`src/rtl/ucsbece154a_controller_mc.sv`:
```
// Multicycle RV32I-subset controller: Moore FSM sequencing a shared-memory
// datapath, plus combinational immediate-format and ALU-operation decoders.
//
// Ports:
//   clk, reset_n                         clock, async active-low reset
//   op_i, funct3_i, funct7b5_i           instruction fields from IR
//   zero_i                               ALU zero flag (branch decision)
//   PCWrite_o, AdrSrc_o, MemWrite_o      PC enable, address mux, mem write
//   IRWrite_o, RegWrite_o                IR/OldPC enable, regfile write
//   ResultSrc_o, ALUSrcA_o, ALUSrcB_o    datapath mux selects
//   ALUControl_o, ImmSrc_o               ALU op and immediate format
//   illegal_o                            unsupported opcode seen in DECODE
//   state_o                              current state (debug)
module ucsbece154a_controller_mc (
    input  logic       clk,
    input  logic       reset_n,
    input  logic [6:0] op_i,
    input  logic [2:0] funct3_i,
    input  logic       funct7b5_i,
    input  logic       zero_i,
    output logic       PCWrite_o,
    output logic       AdrSrc_o,
    output logic       MemWrite_o,
    output logic       IRWrite_o,
    output logic [1:0] ResultSrc_o,
    output logic [1:0] ALUSrcA_o,
    output logic [1:0] ALUSrcB_o,
    output logic       RegWrite_o,
    output logic [2:0] ALUControl_o,
    output logic [2:0] ImmSrc_o,
    output logic       illegal_o,
    output logic [3:0] state_o
);

    localparam logic [6:0] OP_LW  = 7'b0000011;
    localparam logic [6:0] OP_SW  = 7'b0100011;
    localparam logic [6:0] OP_R   = 7'b0110011;
    localparam logic [6:0] OP_I   = 7'b0010011;
    localparam logic [6:0] OP_BEQ = 7'b1100011;
    localparam logic [6:0] OP_JAL = 7'b1101111;
    localparam logic [6:0] OP_LUI = 7'b0110111;

    typedef enum logic [3:0] {
        S_FETCH    = 4'd0,
        S_DECODE   = 4'd1,
        S_MEMADR   = 4'd2,
        S_MEMREAD  = 4'd3,
        S_MEMWB    = 4'd4,
        S_MEMWRITE = 4'd5,
        S_EXECUTER = 4'd6,
        S_EXECUTEI = 4'd7,
        S_ALUWB    = 4'd8,
        S_BEQ      = 4'd9,
        S_JAL      = 4'd10,
        S_LUI      = 4'd11
    } state_t;

    state_t     state;
    state_t     state_nxt;

    logic       pc_update;
    logic       branch;
    logic       adr_src;
    logic       mem_write;
    logic       ir_write;
    logic       reg_write;
    logic       illegal;
    logic [1:0] result_src;
    logic [1:0] alu_src_a;
    logic [1:0] alu_src_b;
    logic [1:0] alu_op;

    always_ff @(posedge clk or negedge reset_n) begin
        if (!reset_n) state <= S_FETCH;
        else          state <= state_nxt;
    end

    always_comb begin
        state_nxt  = S_FETCH;
        pc_update  = 1'b0;
        branch     = 1'b0;
        adr_src    = 1'b0;
        mem_write  = 1'b0;
        ir_write   = 1'b0;
        reg_write  = 1'b0;
        illegal    = 1'b0;
        result_src = 2'b00;
        alu_src_a  = 2'b00;
        alu_src_b  = 2'b00;
        alu_op     = 2'b00;
        case (state)
            S_FETCH: begin
                ir_write   = 1'b1;
                alu_src_b  = 2'b10;
                result_src = 2'b10;
                pc_update  = 1'b1;
                state_nxt  = S_DECODE;
            end
            S_DECODE: begin
                // Speculative branch/jump target lands in ALUOut
                alu_src_a = 2'b01;
                alu_src_b = 2'b01;
                case (op_i)
                    OP_LW, OP_SW: state_nxt = S_MEMADR;
                    OP_R:         state_nxt = S_EXECUTER;
                    OP_I:         state_nxt = S_EXECUTEI;
                    OP_BEQ:       state_nxt = S_BEQ;
                    OP_JAL:       state_nxt = S_JAL;
                    OP_LUI:       state_nxt = S_LUI;
                    default: begin
                        state_nxt = S_FETCH;
                        illegal   = 1'b1;
                    end
                endcase
            end
            S_MEMADR: begin
                alu_src_a = 2'b10;
                alu_src_b = 2'b01;
                state_nxt = (op_i == OP_SW) ? S_MEMWRITE : S_MEMREAD;
            end
            S_MEMREAD: begin
                adr_src   = 1'b1;
                state_nxt = S_MEMWB;
            end
            S_MEMWB: begin
                result_src = 2'b01;
                reg_write  = 1'b1;
            end
            S_MEMWRITE: begin
                adr_src   = 1'b1;
                mem_write = 1'b1;
            end
            S_EXECUTER: begin
                alu_src_a = 2'b10;
                alu_op    = 2'b10;
                state_nxt = S_ALUWB;
            end
            S_EXECUTEI: begin
                alu_src_a = 2'b10;
                alu_src_b = 2'b01;
                alu_op    = 2'b10;
                state_nxt = S_ALUWB;
            end
            S_ALUWB: begin
                reg_write = 1'b1;
            end
            S_BEQ: begin
                alu_src_a = 2'b10;
                alu_op    = 2'b01;
                branch    = 1'b1;
            end
            S_JAL: begin
                // Return address PC+4 computed from OldPC; target from ALUOut
                alu_src_a = 2'b01;
                alu_src_b = 2'b10;
                pc_update = 1'b1;
                state_nxt = S_ALUWB;
            end
            S_LUI: begin
                result_src = 2'b11;
                reg_write  = 1'b1;
            end
            default: state_nxt = S_FETCH;
        endcase
    end

    always_comb begin
        ALUControl_o = 3'b000;
        case (alu_op)
            2'b00: ALUControl_o = 3'b000;
            2'b01: ALUControl_o = 3'b001;
            2'b10: begin
                case (funct3_i)
                    // op_i[5] separates R-type sub from I-type addi
                    3'b000:  ALUControl_o = (funct7b5_i & op_i[5]) ? 3'b001 : 3'b000;
                    3'b010:  ALUControl_o = 3'b101;
                    3'b110:  ALUControl_o = 3'b011;
                    3'b111:  ALUControl_o = 3'b010;
                    default: ALUControl_o = 3'b000;
                endcase
            end
            default: ALUControl_o = 3'b000;
        endcase
    end

    always_comb begin
        ImmSrc_o = 3'b000;
        case (op_i)
            OP_SW:   ImmSrc_o = 3'b001;
            OP_BEQ:  ImmSrc_o = 3'b010;
            OP_JAL:  ImmSrc_o = 3'b011;
            OP_LUI:  ImmSrc_o = 3'b100;
            default: ImmSrc_o = 3'b000;
        endcase
    end

    // Write enables are held off while reset is asserted
    assign PCWrite_o   = reset_n & (pc_update | (branch & zero_i));
    assign IRWrite_o   = reset_n & ir_write;
    assign RegWrite_o  = reset_n & reg_write;
    assign MemWrite_o  = reset_n & mem_write;
    assign illegal_o   = reset_n & illegal;
    assign AdrSrc_o    = adr_src;
    assign ResultSrc_o = result_src;
    assign ALUSrcA_o   = alu_src_a;
    assign ALUSrcB_o   = alu_src_b;
    assign state_o     = state;

endmodule

```
`config.mk`:
```
export PLATFORM = sky130hd
export DESIGN_NAME = ucsbece154a_controller_mc
export DESIGN_NICKNAME = d
export VERILOG_FILES = /design/src/rtl/ucsbece154a_controller_mc.sv
export SDC_FILE = /design/constraint.sdc
export NUM_CORES = 1
export LEC_CHECK = 0
export CAP_MARGIN = 0
export CORE_MARGIN = 4
export CORE_UTILIZATION = 35
export DETAILED_ROUTE_END_ITERATION = 7
export PLACE_DENSITY = 0.85
export SYNTH_ARGS = -nofsm -noshare
export SYNTH_HDL_FRONTEND = slang
export SYNTH_SLANG_ARGS = --single-unit
```
`constraint.sdc`:
```
create_clock -name clk -period 2.4 [get_ports clk]
set_input_delay 0.48 -clock clk [delete_from_list [all_inputs] [get_ports clk]]
set_output_delay 0.48 -clock clk [all_outputs]
set_load 0.02 [all_outputs]
```
==> results by group, run 1 <==
Layout
  – Final-layout fill cell count: 128
  – Final non-filler cell total: 177
  – Core Util, Final: between 70% and 80%
  – Area growth from synthesis to final layout: 91.1%
  – Commonest non-fill, non-tap cell in the layout: buf_4
  – Largest register FFs: 4
  – Sequential cell area: around 100 sq um
  – Nets: 170
  – Most frequent cells in the layout: buf_4 (27), clkdlybuf4s50_1 (17)
  – Area taken by multi-input logic gates: 520 sq um
  – Share of cells above drive strength 1: 27.0%
  – N_diodes: 0

Clock network
  – CTS max path bufs: 2
  – CTS tree: built
  – CTS buffer count: 3
  – Clk Tree Root Cell: clkbuf_4
  – Reg clk slew, reported paths: ~0.04 ns
  – Clock latency on the worst-skew pair: roughly 0.23 ns
  – Htree depth: 1
  – Clock sink total: 4
  – Post-CTS setup repair buffer count: 0

Synthesis
  – Yosys top cell area share: between 10% and 20%
  – Number of enable flip-flop cells after synthesis: 0
  – Top post-synthesis cells by area: dfrtp_1 (16%), nor2b_1 (5.8%), nor3_1 (5.4%), nand2_1 (4.1%), nor2_1 (4.1%)
  – Multiplexer area fraction after synthesis: 3.11%
  – Avg Inst Size Synth: 6.93 sq um
  – Synthesized instance count: 93
  – Number of synthesized register bits: 4
  – Synth Area in Adders: 3.88%
  – Register area share after synthesis: 15.5%
  – Simple-Gate Fraction of Synth Area: a little under half
  – Synthesized net count: 109
  – Mapped Area: around 640 sq um
  – Area leader, netlist: dfrtp_1
  – Largest family of logic cells by synthesized area: simple AND/OR/NAND/NOR gates
  – Synth unique cells: 37
  – Asr flop ratio synth: between 90% and 100%
  – Top FF cell, synth: dfrtp_1
  – Post-Synth XOR/XNOR Area: 5.44%
  – Yosys warns: 0
  – Compound-gate portion of the synthesized area: 20.8%

Floorplan
  – Row cnt: 15
  – Initial Util: roughly 37%
  – Die boundary height: 50.9 um
  – Die footprint: 2590 sq um
  – Die X: 50.9 um
  – Core box area: 1730 sq um
  – Io pins: 36

Power and ir drop
  – Peak VDD IR: 0.000419 V
  – Leak Pwr: 0.625 nW
  – Power Density: roughly 580 nW/um^2

Worst hold path
  – Hold Path End: state_o[2]$_DFF_PN0_
  – Hold path depth: 2
  – Hold_sp: state_o[3]$_DFF_PN0_
  – HP Class: register to register

Drt
  – Routed via count: 905
  – # DRC: 0
  – DR iter-0 viols: 12
  – First-pass DRT Iterations: 4
  – DR WL/cell: 14.0 um
  – Final WL: 2470 um
  – DRT antenna net count: 0
  – Routed vias/inst: slightly above 5

Critical path
  – Worst Path Max Fanout: 5
  – Reg2Reg Setup Slack: 0.99 ns
  – Worst R2R End: state_o[3]$_DFF_PN0_
  – Worst setup SP type: primary input
  – Critical path class: primary input to primary output
  – Worst path cell trace: clkdlybuf4s50_1, and3_1, clkdlybuf4s50_1
  – CP endpoint kind: primary output
  – Crit path DAT: 1.90 ns
  – Worst-path cell with the longest stage delay: clkdlybuf4s50_1
  – Cell seen most often among critical-path stages: clkdlybuf4s50_1
  – FF-to-FF Start: state_o[2]$_DFF_PN0_
  – Worst Reg-to-Reg Cells: 4
  – CP max stage delay: 0.62 ns
  – WP data required: 1.92 ns

Timing
  – Min Tclk post-route: around 2.4 ns
  – Setup ws final: 0.0218 ns
  – Worst clock skew: 0.00310 ns
  – Max-slew violation total from the final report: 0
  – Fin. Hold Viols: 0
  – Least-Margin Pin Slew: 0.239 ns
  – FMAX: between 400 and 500 MHz
  – Final Setup Violations: 0
  – Period utilization: 99.1%
  – Slew margin rel.: 83.9%

Global routing
  – First-pass GRT wire length: between 4000 and 5000 um
  – Total track usage: 20.8%
  – Largest net degree at the start of global routing: 16
  – Initial antenna violation count: 0
  – Vias in the first global route: 961
  – Grt ovf: 0

Run
  – # Max-Cap Violations: 0

Placed design
  – Routability cong.: 0.840
  – Hpwl dp: 1990 um
  – Placed insts: roughly 170
  – Number of port buffers: 35
  – Dpl ws: -0.341 ns

Status
  – Status: completed
[worst max path at each step]
stage	start	to	slack, ns	depth (start not counted)
floorplan	state_o[3]$_DFF_PN0_	ALUControl_o[1]	0.01	5
global placement	op_i[2]	ImmSrc_o[0]	-0.29	4
detailed placement	op_i[2]	illegal_o	-0.34	5
CTS	op_i[2]	illegal_o	-0.09	5
global route	state_o[2]$_DFF_PN0_	IRWrite_o	-0.005	4
finish	reset_n	IRWrite_o	0.02	3
[through the flow]
step | instance area [sq um] | power [mW] | hold WS (ns) | TNS (ns)
2_1_floorplan | 651 | 0.378 | 0.184 | 0
6_report | 1230 | 0.709 | 0.648 | 0
5_1_grt | 1230 | 0.768 | 0.669 | -0.00546
3_3_place_gp | 1210 | 0.637 | 0.613 | -1.04
3_5_place_dp | 1210 | 0.653 | 0.632 | -1.25
4_1_cts | 1220 | 0.717 | 0.637 | -0.0860
[cell families after synthesis]
group                      count (synthesis)
AOI/OAI and AO/OA                         20
and+or+nand+nor                           51
DFF                                        4
xor gates and xnor gates                   4
muxes                                      2
buffers and inverters                     10
adders and majority gates                  2
[power breakdown]
part           switching, mW  total [mW]  internal (mW)
combinational          0.295       0.541          0.247
clock                 0.0246      0.0803         0.0557
sequential           0.00715      0.0876         0.0804
total                  0.326       0.709          0.383
[layer usage]
metal	part of all wire [%]	vias to the layer above	wire length [um]	GRT usage, %
met4	1.8	0	45	9.42
met2	51	31	1260	37.8
met5	0	-	0	0
met3	8.1	6	199	4.66
met1	39	421	961	22.6
li1	-	447	-	-
[synth_stat cells, types with 3 or more instances]
| library cell | number |
|---|---|
| nand2_1 | 7 |
| nor2_1 | 7 |
| nor3_1 | 7 |
| nor2b_1 | 6 |
| a21oi_1 | 5 |
| nand3_1 | 5 |
| o21ai_0 | 5 |
| clkbuf_1 | 4 |
| dfrtp_1 | 4 |
| inv_1 | 4 |
| nand2b_1 | 4 |
| xnor2_1 | 3 |
[cell type report]
class | count | share of cell area, %
timing repair buffer | 62 | 44.0
multi-input combinational | 79 | 42.3
sequential | 4 | 8.13
tap | 25 | 2.54
clock buffer | 3 | 1.83
inverter | 4 | 1.22
[worst max-delay path: cells and delay by family]
kind,cells,cell delay [ns]
buf+inv,2,1.20
simple gates,1,0.22
[what timing repair did]
item,in CTS,in global routing
endpoints found under the setup margin,11,10
resized for setup,14,18
hold buffers,0,0
Note: power is estimated with default switching activity, not from simulation.
==> inputs of run 2 (changes only) <==
Settings changed: CELL_PAD_IN_SITES_DETAIL_PLACEMENT set to 2, CELL_PAD_IN_SITES_GLOBAL_PLACEMENT set to 2, CORE_UTILIZATION 35 to 19, GPL_ROUTABILITY_DRIVEN set to 0, PLACE_DENSITY 0.85 to 0.9.
==> results by group, run 2 (synthesis results as in run 1) <==
Status
  – Status: completed

Global routing
  – Grt ovf: 0 (unchanged)
  – First-pass GRT wire length: 5750 um (+39%)
  – Vias in the first global route: 1107 (+15%)
  – Total track usage: 17.3% (-3.5 points)
  – Initial antenna violation count: 0 (unchanged)
  – Largest net degree at the start of global routing: 16 (unchanged)

Placed design
  – Post-placement cell area: 1240 sq um (+2.6%)
  – Number of port buffers: 35 (unchanged)
  – Hpwl dp: 2870 um (+44%)
  – Dpl ws: -0.399 ns (-0.0582 ns)

Clock network
  – Htree depth: 1 (unchanged)
  – CTS buffer count: 3 (unchanged)
  – Clock sink total: 4 (unchanged)
  – Reg clk slew, reported paths: 0.04 ns (about the same)
  – Post-CTS setup repair buffer count: 0 (unchanged)
  – Clock latency on the worst-skew pair: 0.24 ns (about the same)
  – CTS max path bufs: 2 (unchanged)
  – Clk Tree Root Cell: clkbuf_4
  – CTS tree: built

Critical path
  – Worst Reg-to-Reg Cells: 4 (unchanged)
  – WP data required: 1.92 ns (about the same)
  – Worst R2R End: state_o[3]$_DFF_PN0_
  – CP max stage delay: 0.50 ns (-0.12 ns)
  – Crit path DAT: 1.81 ns (-0.09 ns)
  – Worst-path cell with the longest stage delay: clkdlybuf4s50_1
  – Crit path buffers/inverters: 2 (unchanged)
  – Worst setup SP type: primary input
  – Critical path class: primary input to primary output
  – Worst path cell trace: clkdlybuf4s50_1, and2b_1, mux2i_2, nor3_2, nor3_1, buf_2
  – FF-to-FF Start: state_o[2]$_DFF_PN0_
  – Reg2Reg Setup Slack: 0.96 ns (-0.03 ns)
  – CP endpoint kind: primary output
  – CP top delay family: buffers and inverters
  – Worst Path Max Fanout: 3 (-2)

Floorplan
  – Die footprint: 4390 sq um (+69%)
  – Row cnt: 20 (+5)
  – Die boundary height: 66.2 um (+30%)
  – Initial Util: 20.4% (-17 points)
  – Core box area: 3150 sq um (+83%)
  – Die X: 66.2 um (+30%)
  – Io pins: 36 (unchanged)

Power and ir drop
  – Power Density: 568 nW/um^2 (-1.5%)
  – Leak Pwr: 0.651 nW (+4.1%)
  – Peak VDD IR: 0.000239 V (-43%)

Layout
  – Area growth from synthesis to final layout: 97.5%
  – N_diodes: 0 (unchanged)
  – Most frequent cells in the layout: buf_4 (29), clkdlybuf4s50_1 (13), dlygate4sd2_1 (9), dlymetal6s2s_1 (8)
  – Commonest non-fill, non-tap cell in the layout: buf_4
  – Nets: 171 (+0.59%)
  – Share of cells above drive strength 1: 29.4% (+2.4 points)
  – Largest register FFs: 4 (unchanged)
  – Final instance area: 1270 sq um (+3.4%)

Timing
  – Fin. Hold Viols: 0 (unchanged)
  – Final hold slack: 0.620 ns (-0.0272 ns)
  – Max-slew violation total from the final report: 0 (unchanged)
  – Slew margin rel.: 80.1% (-3.9 points)
  – TNS Setup: 0 ns (unchanged)
  – Period utilization: 95.4% (-3.7 points)
  – Worst clock skew: 0.00294 ns (-0.000161 ns)
  – Setup ws final: 0.111 ns (+0.0896 ns)
  – Final Setup Violations: 0 (unchanged)
  – Least-Margin Pin Slew: 0.296 ns (+0.0568 ns)
  – Min Tclk post-route: 2.29 ns (-0.0896 ns)
  – FMAX: 437 MHz (+3.9%)

Drt
  – DRT antenna net count: 0 (unchanged)
  – Routed via count: 945 (+4.4%)
  – Final WL: 3460 um (+40%)
  – Routed vias/inst: 4.80 (-6.2%)
  – First-pass DRT Iterations: 4 (unchanged)
  – DR iter-0 viols: 13 (+1)
  – DR WL/cell: 17.6 um (+26%)
  – # DRC: 0 (unchanged)

Worst hold path
  – HP Class: primary input to async pin

Run
  – # Max-Cap Violations: 0 (unchanged)
-- run 2: stage by stage --
step	util (%)	total power [mW]	cells
5_1_grt	40.4	0.781	197
3_3_place_gp	39.4	0.649	194
4_1_cts	39.6	0.730	197
6_report	40.4	0.722	197
2_1_floorplan	-	0.378	93
3_5_place_dp	39.4	0.674	194
-- run 2: cell type report --
cell class                      count  area, sq um
Timing Repair Buffer               63          553
Multi-Input combinational cell     79          527
Tap cell                           44         55.1
Clock buffer                        3         22.5
Fill cell                         375         1880
Inverter                            4         15.0
Sequential cell                     4          100
-- run 2: worst register-to-register path, cell delays in order (launching register included) --
cell	delay [ns]
dfrtp_1	0.43
buf_4	0.20
nand2b_1	0.21
a2111o_1	0.41
o21ai_1	0.12
-- run 2: worst max path at each step --
stage,from,end,slack (ns),depth (start not counted)
final,op_i[4],illegal_o,0.11,6
after global routing,state_o[2]$_DFF_PN0_,ALUControl_o[2],-0.003,5
after CTS,op_i[5],illegal_o,-0.12,5
after detailed placement,op_i[6],illegal_o,-0.40,6
after global placement,op_i[2],ImmSrc_o[0],-0.29,4
after floorplan,state_o[3]$_DFF_PN0_,ALUControl_o[1],0.01,5
-- run 2: where the power goes --
group	total, mW	leakage, nW	switching, mW	internal (mW)
Combinational	0.548	0.584	0.311	0.237
Sequential	0.0893	0.0533	0.00888	0.0804
Clock	0.0850	0.0138	0.0289	0.0560
-- run 2: what timing repair did --
action	CTS	global route
cloned	0	0
endpoints found under the setup margin	14	10
pin swaps	0	1
resized for setup	23	20
hold buffers	0	0
-- run 2: layer usage --
layer	vias up	GRT usage, %	part of all wire, %
met5	-	0	0
met4	0	4.06	0.84
met3	4	4.25	4.1
met2	22	31.0	51
met1	465	20.3	44
li1	454	-	-
==> inputs of run 3 (changes only) <==
Settings changed: CORE_MARGIN 4 to 1.
==> results by group, run 3 (synthesis results as in run 1) <==
Timing
  – FMAX: 429 MHz (-1.7%)
  – Min Tclk post-route: 2.33 ns (+0.0397 ns)
  – Slew margin rel.: 83.9% (+3.8 points)
  – Least-Margin Pin Slew: 0.240 ns (-0.0557 ns)
  – Max-slew violation total from the final report: 0 (unchanged)
  – Worst clock skew: 0.00324 ns (+0.000307 ns)
  – Period utilization: 97.0% (+1.7 points)
  – Fin. Hold Viols: 0 (unchanged)
  – Setup ws final: 0.0717 ns (-0.0397 ns)
  – Final Setup Violations: 0 (unchanged)
  – RSZ-0062 raised after global routing: false

Drt
  – DRT antenna net count: 0 (unchanged)
  – Final WL: 3340 um (-3.4%)
  – First-pass DRT Iterations: 4 (unchanged)
  – # DRC: 0 (unchanged)
  – Routed vias/inst: 4.63 (-3.4%)
  – Routed via count: 931 (-1.5%)
  – DR WL/cell: 16.6 um (-5.3%)
  – DR iter-0 viols: 11 (-2)

Floorplan
  – Row cnt: 20 (unchanged)
  – Die X: 60.2 um (-9.1%)
  – Die footprint: 3630 sq um (-17%)
  – Die boundary height: 60.2 um (-9.1%)
  – Initial Util: 20.6% (+0.16 points)
  – Io pins: 36 (unchanged)
  – Core box area: 3130 sq um (-0.79%)

Critical path
  – Crit path buffers/inverters: 4 (+2)
  – Worst path cell trace: clkdlybuf4s50_1, buf_4, buf_4, a211oi_4, dlygate4sd2_1
  – CP top delay family: buffers and inverters
  – Worst setup SP type: primary input
  – CP endpoint kind: primary output
  – Cell seen most often among critical-path stages: buf_4
  – Critical path class: primary input to primary output
  – Crit path DAT: 1.85 ns (+0.04 ns)
  – WP data required: 1.92 ns (about the same)
  – Worst Path Max Fanout: 5 (+2)
  – Worst-path cell with the longest stage delay: clkdlybuf4s50_1
  – Critical path depth: 5 (-1)
  – CP max stage delay: 0.44 ns (-0.06 ns)
  – Worst Reg-to-Reg Cells: 4 (unchanged)

Status
  – Status: completed

Layout
  – Area growth from synthesis to final layout: 98.4%
  – Most frequent cells in the layout: buf_4 (32), clkdlybuf4s50_1 (15), dlygate4sd2_1 (14), nand2_1 (7), nor2_1 (7)
  – Commonest non-fill, non-tap cell in the layout: buf_4
  – N_diodes: 0 (unchanged)
  – Nets: 175 (+2.3%)
  – Share of cells above drive strength 1: 30.6% (+1.2 points)
  – Largest register FFs: 4 (unchanged)
  – Final-layout fill cell count: 394 (+5.1%)

Global routing
  – Total track usage: 21.1% (+3.8 points)
  – First-pass GRT wire length: 5530 um (-3.7%)
  – Grt ovf: 0 (unchanged)
  – Vias in the first global route: 1060 (-4.2%)
  – Largest net degree at the start of global routing: 16 (unchanged)
  – Initial antenna violation count: 0 (unchanged)

Power and ir drop
  – Total Power: 0.738 mW (+2.1%)
  – Peak VDD IR: 0.000227 V (-5.3%)
  – Power Density: 577 nW/um^2 (+1.6%)
  – Leak Pwr: 0.595 nW (-8.6%)

Clock network
  – Clock latency on the worst-skew pair: 0.25 ns (about the same)
  – Clk Tree Root Cell: clkbuf_4
  – Htree depth: 1 (unchanged)
  – CTS max path bufs: 2 (unchanged)
  – Hold buffer count at cts: 0 (unchanged)
  – Clock sink total: 4 (unchanged)
  – Reg clk slew, reported paths: 0.05 ns (about the same)
  – CTS tree: built
  – CTS buffer count: 3 (unchanged)

Worst hold path
  – Hold path depth: 2
  – HP Class: register to register

Run
  – # Max-Cap Violations: 0 (unchanged)

Placed design
  – Number of port buffers: 35 (unchanged)
  – Hpwl dp: 2810 um (-1.9%)
  – Dpl ws: -0.425 ns (-0.0264 ns)
-- run 3: cell count changes in the layout (fill, tap and decap cells not counted), sizes merged --
cell | previous run | this run
dlygate4sd2 | 9 | 14
dlymetal6s2s | 8 | 1
clkbuf | 4 | 5
buf | 31 | 34
clkdlybuf4s50 | 13 | 15
-- run 3: metal layers --
metal | track usage (%) | part of all wire, % | up-vias
met4 | 2.99 | 0.42 | 0
met2 | 36.4 | 50 | 18
met3 | 3.90 | 2.8 | 3
met5 | 0 | 0 | -
li1 | - | - | 458
met1 | 27.4 | 47 | 452
-- run 3: layout make-up --
cell class                 count  area [sq um]  share of cell area [%]
clock buffer                   3          22.5                    1.76
sequential                     4           100                    7.83
tap                           44          55.1                    4.31
multi-input combinational     79           531                    41.5
timing repair buffer          67           556                    43.4
inverter                       4          15.0                    1.17
-- run 3: power breakdown --
part / leakage (nW) / switching, mW / total (mW) / internal [mW]
sequential: 0.0533 / 0.0100 / 0.0904 / 0.0804
clock: 0.0138 / 0.0380 / 0.0947 / 0.0567
combinational: 0.528 / 0.309 / 0.553 / 0.243
total: 0.595 / 0.357 / 0.738 / 0.380
-- run 3: path summary, 6_finish.rpt --
kind                                       from  slack [ns]                   end
max in group asynchronous               reset_n        1.57  state_o[1]$_DFF_PN0_
min in group asynchronous               reset_n        0.72  state_o[3]$_DFF_PN0_
max reg2reg                state_o[2]$_DFF_PN0_        0.93  state_o[3]$_DFF_PN0_
min reg2reg                state_o[3]$_DFF_PN0_        0.69  state_o[2]$_DFF_PN0_
max                                     op_i[4]        0.07           ImmSrc_o[0]
min                        state_o[3]$_DFF_PN0_        0.69  state_o[2]$_DFF_PN0_
-- run 3: worst reg2reg max path, delay by kind of cell, from the launching register on --
family                 cells  cell delay (ns)
buffers and inverters      1             0.19
AND/OR/NAND/NOR            1             0.22
AO/OA/AOI/OAI              2             0.57
flip-flops                 1             0.42
-- run 3: repair_timing --
action | 4_1_cts | 5_1_grt
gates resized for setup | 29 | 10
pin swaps | 1 | 0
setup endpoints to repair | 16 | 6
setup buffers | 0 | 0
endpoints found under the hold margin | 0 | 0
-- run 3: stage by stage --
step / util, % / instance area (sq um) / TNS, ns / hold WS, ns / cells
finish: 40.9 / 1280 / 0 / 0.686 / 201
global route: 40.9 / 1280 / 0 / 0.727 / 201
CTS: 41.4 / 1290 / -0.00279 / 0.677 / 201
detailed placement: 40.6 / 1270 / -1.88 / 0.667 / 198
global placement: 40.6 / 1270 / -1.15 / 0.657 / 198
floorplan: - / 651 / 0 / 0.184 / 93
